File: config.mk
export PLATFORM = sky130hd
export DESIGN_NAME = stopwatch_bcd
export DESIGN_NICKNAME = d
export VERILOG_FILES = /design/src/rtl/stopwatch_bcd_pkg.sv /design/src/rtl/stopwatch_bcd_digit.sv /design/src/rtl/stopwatch_bcd.sv
export SDC_FILE = /design/constraint.sdc
export NUM_CORES = 1
export LEC_CHECK = 0
export BUFFER_PORTS_ARGS = -buffer_cell sky130_fd_sc_hd__buf_2
export CAP_MARGIN = 20
export CORE_ASPECT_RATIO = 0.8
export CORE_MARGIN = 3
export CORE_UTILIZATION = 55
export DETAILED_ROUTE_END_ITERATION = 8
export PLACE_DENSITY = 0.85
export SETUP_SLACK_MARGIN = 0.2
export SYNTH_ARGS = -nofsm -noshare
export SYNTH_HDL_FRONTEND = slang
export SYNTH_HIERARCHICAL = 1
export SYNTH_SLANG_ARGS = --single-unit
File: constraint.sdc
create_clock -name clk -period 2.98 [get_ports clk]
set_input_delay 0.149 -clock clk [delete_from_list [all_inputs] [get_ports clk]]
set_output_delay 0.149 -clock clk [all_outputs]
set_load 0.03 [all_outputs]
File: src/rtl/stopwatch_bcd_pkg.sv
// Shared definitions for the BCD stopwatch: state encoding and digit limits.
package stopwatch_bcd_pkg;

  localparam int ST_W  = 2;
  localparam int BCD_W = 4;

  localparam int TENTHS_MAX   = 9;
  localparam int SEC_ONES_MAX = 9;
  localparam int SEC_TENS_MAX = 5;

  typedef enum logic [ST_W-1:0] {
    IDLE  = 2'd0,
    RUN   = 2'd1,
    PAUSE = 2'd2
  } state_t;

endpackage

File: src/rtl/stopwatch_bcd_digit.sv
// One BCD counter digit that wraps at MAX and reports a carry on the wrapping increment.
module bcd_digit
  import stopwatch_bcd_pkg::*;
#(
  parameter int MAX = 9
) (
  input  logic             clk,
  input  logic             rst,
  input  logic             clr,
  input  logic             inc,
  output logic [BCD_W-1:0] q,
  output logic             carry
);

  localparam logic [BCD_W-1:0] MAX_Q = BCD_W'(MAX);

  logic [BCD_W-1:0] r_q;

  // Digit register: synchronous clear, wrap to zero after MAX.
  always_ff @(posedge clk or posedge rst) begin
    if (rst) begin
      r_q <= '0;
    end else if (clr) begin
      r_q <= '0;
    end else if (inc) begin
      r_q <= (r_q == MAX_Q) ? '0 : r_q + 1'b1;
    end
  end

  assign q     = r_q;
  assign carry = inc & (r_q == MAX_Q);

endmodule

File: src/rtl/stopwatch_bcd.sv
// M:SS.T stopwatch counting 10 Hz ticks, with run/pause, lap freeze and clear.
//   state | meaning
//   IDLE  | count zeroed, waiting for start
//   RUN   | ticks advance the count; lap toggles display freeze
//   PAUSE | count held; clear returns to IDLE, lap releases freeze
module stopwatch_bcd
  import stopwatch_bcd_pkg::*;
#(
  parameter int MIN_MAX = 9
) (
  input  logic             clk,
  input  logic             rst,
  input  logic             tick,
  input  logic             start_stop,
  input  logic             lap,
  input  logic             clear,
  output logic [BCD_W-1:0] d_tenths,
  output logic [BCD_W-1:0] d_sec_ones,
  output logic [BCD_W-1:0] d_sec_tens,
  output logic [BCD_W-1:0] d_min,
  output logic             running,
  output logic             lap_active,
  output logic             overflow
);

  state_t r_state;
  state_t w_state_nxt;

  logic w_inc;
  logic w_clr;
  logic w_lap_cap;
  logic w_lap_act_nxt;

  logic w_c_tenths, w_c_sec_ones, w_c_sec_tens, w_c_min;
  logic [BCD_W-1:0] w_tenths, w_sec_ones, w_sec_tens, w_min;
  logic [BCD_W-1:0] r_lap_tenths, r_lap_sec_ones, r_lap_sec_tens, r_lap_min;
  logic r_lap_active;
  logic r_overflow;

  // State register.
  always_ff @(posedge clk or posedge rst) begin
    if (rst) r_state <= IDLE;
    else     r_state <= w_state_nxt;
  end

  // Next state and control decode; clear outranks start_stop, which outranks lap.
  always_comb begin
    w_state_nxt   = r_state;
    w_clr         = 1'b0;
    w_lap_cap     = 1'b0;
    w_lap_act_nxt = r_lap_active;
    case (r_state)
      IDLE: begin
        if (clear)           w_clr       = 1'b1;
        else if (start_stop) w_state_nxt = RUN;
      end
      RUN: begin
        if (start_stop) begin
          w_state_nxt = PAUSE;
        end else if (lap) begin
          w_lap_cap     = ~r_lap_active;
          w_lap_act_nxt = ~r_lap_active;
        end
      end
      PAUSE: begin
        if (clear) begin
          w_state_nxt   = IDLE;
          w_clr         = 1'b1;
          w_lap_act_nxt = 1'b0;
        end else if (start_stop) begin
          w_state_nxt = RUN;
        end else if (lap) begin
          w_lap_act_nxt = 1'b0;
        end
      end
      default: begin
        w_state_nxt   = IDLE;
        w_clr         = 1'b1;
        w_lap_act_nxt = 1'b0;
      end
    endcase
  end

  assign w_inc = (r_state == RUN) & tick;

  bcd_digit #(.MAX(TENTHS_MAX)) u_tenths (
    .clk(clk), .rst(rst), .clr(w_clr), .inc(w_inc),
    .q(w_tenths), .carry(w_c_tenths)
  );

  bcd_digit #(.MAX(SEC_ONES_MAX)) u_sec_ones (
    .clk(clk), .rst(rst), .clr(w_clr), .inc(w_c_tenths),
    .q(w_sec_ones), .carry(w_c_sec_ones)
  );

  bcd_digit #(.MAX(SEC_TENS_MAX)) u_sec_tens (
    .clk(clk), .rst(rst), .clr(w_clr), .inc(w_c_sec_ones),
    .q(w_sec_tens), .carry(w_c_sec_tens)
  );

  bcd_digit #(.MAX(MIN_MAX)) u_min (
    .clk(clk), .rst(rst), .clr(w_clr), .inc(w_c_sec_tens),
    .q(w_min), .carry(w_c_min)
  );

  // Lap snapshot takes the pre-increment count on the freeze edge.
  always_ff @(posedge clk or posedge rst) begin
    if (rst) begin
      r_lap_tenths   <= '0;
      r_lap_sec_ones <= '0;
      r_lap_sec_tens <= '0;
      r_lap_min      <= '0;
    end else if (w_clr) begin
      r_lap_tenths   <= '0;
      r_lap_sec_ones <= '0;
      r_lap_sec_tens <= '0;
      r_lap_min      <= '0;
    end else if (w_lap_cap) begin
      r_lap_tenths   <= w_tenths;
      r_lap_sec_ones <= w_sec_ones;
      r_lap_sec_tens <= w_sec_tens;
      r_lap_min      <= w_min;
    end
  end

  // Lap freeze flag and sticky wrap flag.
  always_ff @(posedge clk or posedge rst) begin
    if (rst) begin
      r_lap_active <= 1'b0;
      r_overflow   <= 1'b0;
    end else begin
      r_lap_active <= w_lap_act_nxt;
      if (w_clr)        r_overflow <= 1'b0;
      else if (w_c_min) r_overflow <= 1'b1;
    end
  end

  assign d_tenths   = r_lap_active ? r_lap_tenths   : w_tenths;
  assign d_sec_ones = r_lap_active ? r_lap_sec_ones : w_sec_ones;
  assign d_sec_tens = r_lap_active ? r_lap_sec_tens : w_sec_tens;
  assign d_min      = r_lap_active ? r_lap_min      : w_min;
  assign running    = (r_state == RUN);
  assign lap_active = r_lap_active;
  assign overflow   = r_overflow;

endmodule

Yosys cells after proc, flatten, opt, wreduce, memory -nomap -nowiden
Cells that the tools add are included.
- $add $sub $neg: 4
- mux-type cells: 42
- bitwise gates (word level): 7
- reduce and logical (&&, ||, !) cells: 10
- eq/ne operators: 12
- operators by type and width (operator ; count):
    2-to-1 mux 4 bit ; 24
    adder 4 x 1 -> 4 bit (second input constant) ; 4
    equality test 4 bit (second input constant) ; 3
    nonzero test 2 bit ; 6
    2-to-1 mux 1 bit ; 11
    2-to-1 mux 2 bit ; 4
    inequality test 2 bit (second input constant) ; 4
    inequality test 3 bit (second input constant) ; 2
    one-hot mux 2 bit (3 select lines) ; 1
    AND 1 bit ; 5
    AND reduction 5 bit ; 1
    equality test 4 x 3 -> 1 bit (second input constant) ; 1
    one-hot mux 1 bit (3 select lines) ; 1
    equality test 2 x 1 -> 1 bit (second input constant) ; 1
    equality test 2 bit (second input constant) ; 1
    logical NOT 2 bit ; 1
    inverter 1 bit ; 2
    one-hot mux 1 bit (2 select lines) ; 1
    AND reduction 2 bit ; 1
    OR reduction 2 bit ; 1
- input bits: 6
- output and inout port bits: 19
- bits in registers: 36
- logic and storage cells: 86

Longest topological paths before layout
- word-level depth: 8
- gate-level depth with buffers: 12
- gate-level depth less buffers: 12

By module
The synthesis kept the hierarchy.
- modules (own cells, without submodules) (module ; area each (um2) ; cells each ; sequential area each (um2) ; instances):
    stopwatch_bcd ; 1019.7 ; 77 ; 500.5 ; 1
    bcd_digit at u_min ... ; 244.0 ; 27 ; 100.1 ; 3
    bcd_digit at u_sec_tens ; 231.5 ; 26 ; 100.1 ; 1

Worst setup path after synthesis
OpenSTA, ideal clock, no wires.
- path type: register to register
- start point: register r_state[0]
- end point: register u_min.r_q[2], in the netlist u_min/q[2]
- cell stages (with the launch flop): 12
- arrival time: 2.801 ns
- library setup time: 0.073 ns
- data required time: 2.907 ns
- period minus slack after synthesis: 2.875 ns
- setup slack: 0.105 ns
- path buffers: 0
- cell sequence: dfrtp_1 nor2b_1 and2_1 inv_1 nor2_1 inv_1 nor2_1 nand2_1 nor2_1 nand2_2 a211o_1 a21oi_2
- cells in the longest elaborated chain, start to end: 6
- elaborated cells between the ends (all ways): 11
- those cells by class: 2 x eq/ne; 2 x mux; 4 x bitwise; 3 x reduce/logical
- RTL lines (item ; line ; text):
    start, declared ; stopwatch_bcd.sv:26 ; state_t r_state;
    start signal, assigned ; stopwatch_bcd.sv:43 ; else r_state <= w_state_nxt;
    equality test 2 x 1 -> 1 bit ; n/a ;
    via running ; stopwatch_bcd.sv:21 ; output logic running,
    AND 1 bit ; stopwatch_bcd.sv:84 ; assign w_inc = (r_state == RUN) & tick;
    via w_inc ; stopwatch_bcd.sv:29 ; logic w_inc;
    AND 1 bit ; stopwatch_bcd_digit.sv:31 ; assign carry = inc & (r_q == MAX_Q);
    via w_c_tenths ; stopwatch_bcd.sv:34 ; logic w_c_tenths, w_c_sec_ones, w_c_sec_tens, w_c_min;
    AND 1 bit ; stopwatch_bcd_digit.sv:31 ;
    via w_c_sec_ones ; stopwatch_bcd.sv:34 ;
    AND 1 bit ; stopwatch_bcd_digit.sv:31 ;
    via w_c_sec_tens ; stopwatch_bcd.sv:34 ;
    nonzero test 2 bit (no source line) ; n/a ;
    end signal, assigned ; stopwatch_bcd_digit.sv:26 ; r_q <= (r_q == MAX_Q) ? '0 : r_q + 1'b1;
    end, declared ; stopwatch_bcd_digit.sv:17 ; logic [BCD_W-1:0] r_q;
The timed path passes the listed nets, and every way through them passes these cells.
A chain may end at the register's enable or synchronous reset.

Worst setup path in the final report
- start point: register r_state[0]
- end point: register u_min.r_q[2], in the netlist u_min/q[2]
- cells in the longest elaborated chain, start to end: 6
- elaborated cells between the ends (all ways): 11
- those cells by class: 2 x eq/ne; 2 x mux; 4 x bitwise; 3 x reduce/logical
- RTL lines (item ; line):
    equality test 2 x 1 -> 1 bit ; stopwatch_bcd.sv:84
    AND 1 bit ; stopwatch_bcd.sv:84
    via w_inc ; stopwatch_bcd.sv:29
    AND 1 bit ; stopwatch_bcd_digit.sv:31
    via w_c_tenths ; stopwatch_bcd.sv:34
    AND 1 bit ; stopwatch_bcd_digit.sv:31
    via w_c_sec_ones ; stopwatch_bcd.sv:34
    AND 1 bit ; stopwatch_bcd_digit.sv:31
    via w_c_sec_tens ; stopwatch_bcd.sv:34
    nonzero test 2 bit (no source line) ; n/a
The timed path passes the listed nets, and every way through them passes these cells.

==> flow_metrics.env <==
export IMPL_status="complete, no violations"
export IMPL_antenna_cells=0
export IMPL_yosysWarnings=6
export IMPL_pwr_share_clk_pct=36.0
export IMPL_worstMarginPinSlew_ns=0.826
export IMPL_ir_worst_vdd_mv=0.350
export IMPL_synthesis_area_um2=1980
export IMPL_dpl_worst_slack_ns=0.376
export IMPL_synth_top_family_by_area="compound AO/OA/AOI/OAI gates"
export IMPL_synth_ff_type="dfrtp_1"
export IMPL_grt_pass1_wl_um=6980
export IMPL_total_power_mw=1.20
export IMPL_postRouteAntennaNets=0
export IMPL_first_pass_iters=4
export IMPL_multi_input_area_um2=993
export IMPL_grt_max_degree=21
export IMPL_viasPerCell=5.93
export IMPL_yosys_area_share_adder_pct=5.05
export IMPL_grt_pass1_vias=1480
export IMPL_grt_setup_unrepaired="no"
export IMPL_power_leakage_nw=1.07
export IMPL_hold_violations=0
export IMPL_slew_headroom_pct=44.9
export IMPL_gp_congestion=0.857
export IMPL_synthTopCellsByArea="dfrtp_1, mux2_2, a22o_1, ha_1, nand3b_1"
export IMPL_comb_power_share_pct=18.6
export IMPL_port_buffers=24
export IMPL_synth_largest_area_cell="dfrtp_1"
export IMPL_synth_compound_area_share_pct=17.2
export IMPL_die_y_um=59.7
export IMPL_path_class="register to register"
export IMPL_power_switching_uw=354
export IMPL_fin_ws_ns=0.487
export IMPL_fin_crit_sh_pct=83.7
export IMPL_setup_tns_ns=0
export IMPL_slew_viol_final=0
export IMPL_synth_simple_area_share_pct=17.1
export IMPL_rows=18
export IMPL_clk_path_buf_depth=2
export IMPL_finClkSkew_ns=0.0134
export IMPL_drv_cap=0
export IMPL_crit_fanout=6
export IMPL_async_flop_share_pct=100
export IMPL_period_minus_slack_ns=2.49
export IMPL_grt_use_total_pct=21.4
export IMPL_start_kind="register"
export IMPL_dieWidth_um=73.1
export IMPL_min_path_type="primary input to register"
export IMPL_stdcell_count=254
export IMPL_yosysMostFrequentCell="dfrtp_1"
export IMPL_cts_tree="done"
export IMPL_dpl_cell_area_um2=2130
export IMPL_cp_end_kind="register"
export IMPL_area_delta_synth_final_pct=13.6
export IMPL_hold_slack_ns=0.123
export IMPL_max_freq_mhz=401
export IMPL_fillers=247
export IMPL_crit_buf_inv=2
export IMPL_path_clk_slew_ns=0.08
export IMPL_numCtsBuffers=5
export IMPL_overflow=0
export IMPL_critical_path_arrival_ns=2.73
export IMPL_vias=1507
export IMPL_die_area_um2=4370
export IMPL_initial_core_util_pct=60.7
export IMPL_regArea_um2=901
export IMPL_post_synth_cell_area_avg_um2=10.8
export IMPL_synth_cells_most_frequent="dfrtp_1, mux2_2, a22o_1, nand2_1"
export IMPL_syn_num_nets=198
export IMPL_fin_area_um2=2250
export IMPL_drt_iter0_drc=89
export IMPL_clk_latency_ns=0.30
export IMPL_synthMuxAreaShare_pct=10.4
export IMPL_syn_inst=184
export IMPL_ctsHtreeMaxLevel=2
export IMPL_synth_xor_area_share_pct=0
export IMPL_drive_above_1_share_pct=29.9
export IMPL_required_ns=3.22
export IMPL_synth_top_area_share_pct=45.4
export IMPL_synth_seq_cells=36
export IMPL_synth_edf_count=0
export IMPL_slowest_stage="dfrtp_1"
export IMPL_p_int_uw=842
export IMPL_drt_drc_violations_left=0
export IMPL_pwr_share_seq_pct=45.5
export IMPL_crit_path_max_incr_delay_ns=0.47
export IMPL_cp_top_family="simple AND/OR/NAND/NOR gates"
export IMPL_cp_cell_sequence="nor2b_2 > and2_1 > inv_1 > nor2_2 > inv_1 > nor2_1 > nand2_1 > nor2_2 > nand2_2 > a211o_1 > a21oi_2"
export IMPL_cts_sinks=36
export IMPL_power_switching_fraction_pct=29.6
export IMPL_power_density_nw_per_um2=531
export IMPL_core_area_um2=3270
export IMPL_final_nets=227
export IMPL_wirelength_um=4310
export IMPL_setup_viol=0
export IMPL_seq_area_frac_synth_pct=45.4
export IMPL_postLayoutCoreUtil_pct=69.0
export IMPL_post_drt_wl_per_cell_um=17.0
export IMPL_ioPinCount=25
export IMPL_yosysUniqueCellTypes=30
export IMPL_antenna_found_initial=0
export IMPL_clockRootBuffer="clkbuf_8"
export IMPL_dp_hpwl_um=3000
export IMPL_place_inst=245
## final timing paths
path	startpoint	end	slack [ns]	depth (start not counted)
min	start_stop	r_state[1]	0.12	2
min in group asynchronous	rst	u_min/q[0]	0.33	3
max reg2reg	r_state[0]	u_min/q[2]	0.49	11
min reg2reg	overflow	overflow	0.50	2
max	r_state[0]	u_min/q[2]	0.49	11
max in group asynchronous	rst	r_lap_sec_ones[3]	1.84	3
## metal layers
layer / GRT usage, % / vias up / part of all wire [%]
met5: 0 / - / 0
met4: 5.53 / 0 / 0.81
met3: 7.06 / 5 / 5.2
met2: 35.3 / 36 / 48
met1: 27.2 / 753 / 46
li1: - / 713 / -
## sequential cells by signal, summed over array words and instances, names as in the netlist
register        cells
r_lap_min           4
r_lap_sec_ones      4
r_lap_sec_tens      4
r_lap_tenths        4
u_min/q             4
u_sec_ones/q        4
u_sec_tens/q        4
u_tenths/q          4
r_state             2
lap_active          1
overflow            1
## cell families (layout without fill, tap and decap cells)
logic type	Yosys count	in the layout
fa+ha+maj	8	8
buf+inv	19	49
mux	18	18
flops	36	36
simple gates	54	54
compound gates	49	49
## cell usage in the layout, fill, tap and decap left out, drive strengths merged, types with 4 or more instances in the layout
cell type / n
clkbuf: 5
o21ai: 8
nand2b: 4
buf: 26
dfrtp: 36
inv: 14
a22o: 16
nand3b: 12
nand2: 19
ha: 8
a21oi: 17
mux2: 18
nor2: 8
## area by class of cell
class	count	area share (%)
flip-flops and latches	36	40.0
well taps	40	2.22
repair buffers	27	6.44
clock buffers	5	3.05
multi-input cells	129	44.1
clock inverters	3	1.89
inverters	14	2.33
## power by group through the flow
stage	Sequential (mW)	Combinational, mW	Clock (mW)
2_1_floorplan	0.544	0.189	0
3_3_place_gp	0.551	0.213	0
3_5_place_dp	0.553	0.222	0
4_1_cts	0.544	0.223	0.438
5_1_grt	0.547	0.238	0.458
6_report	0.544	0.222	0.430
## timing repair
item,in CTS,in global routing
buffers inserted,0,0
resized for setup,0,2
endpoints found under the setup margin,0,6
hold endpoints to repair,16,0
hold buffers,1,0
Power figures use the tool's default switching activity.
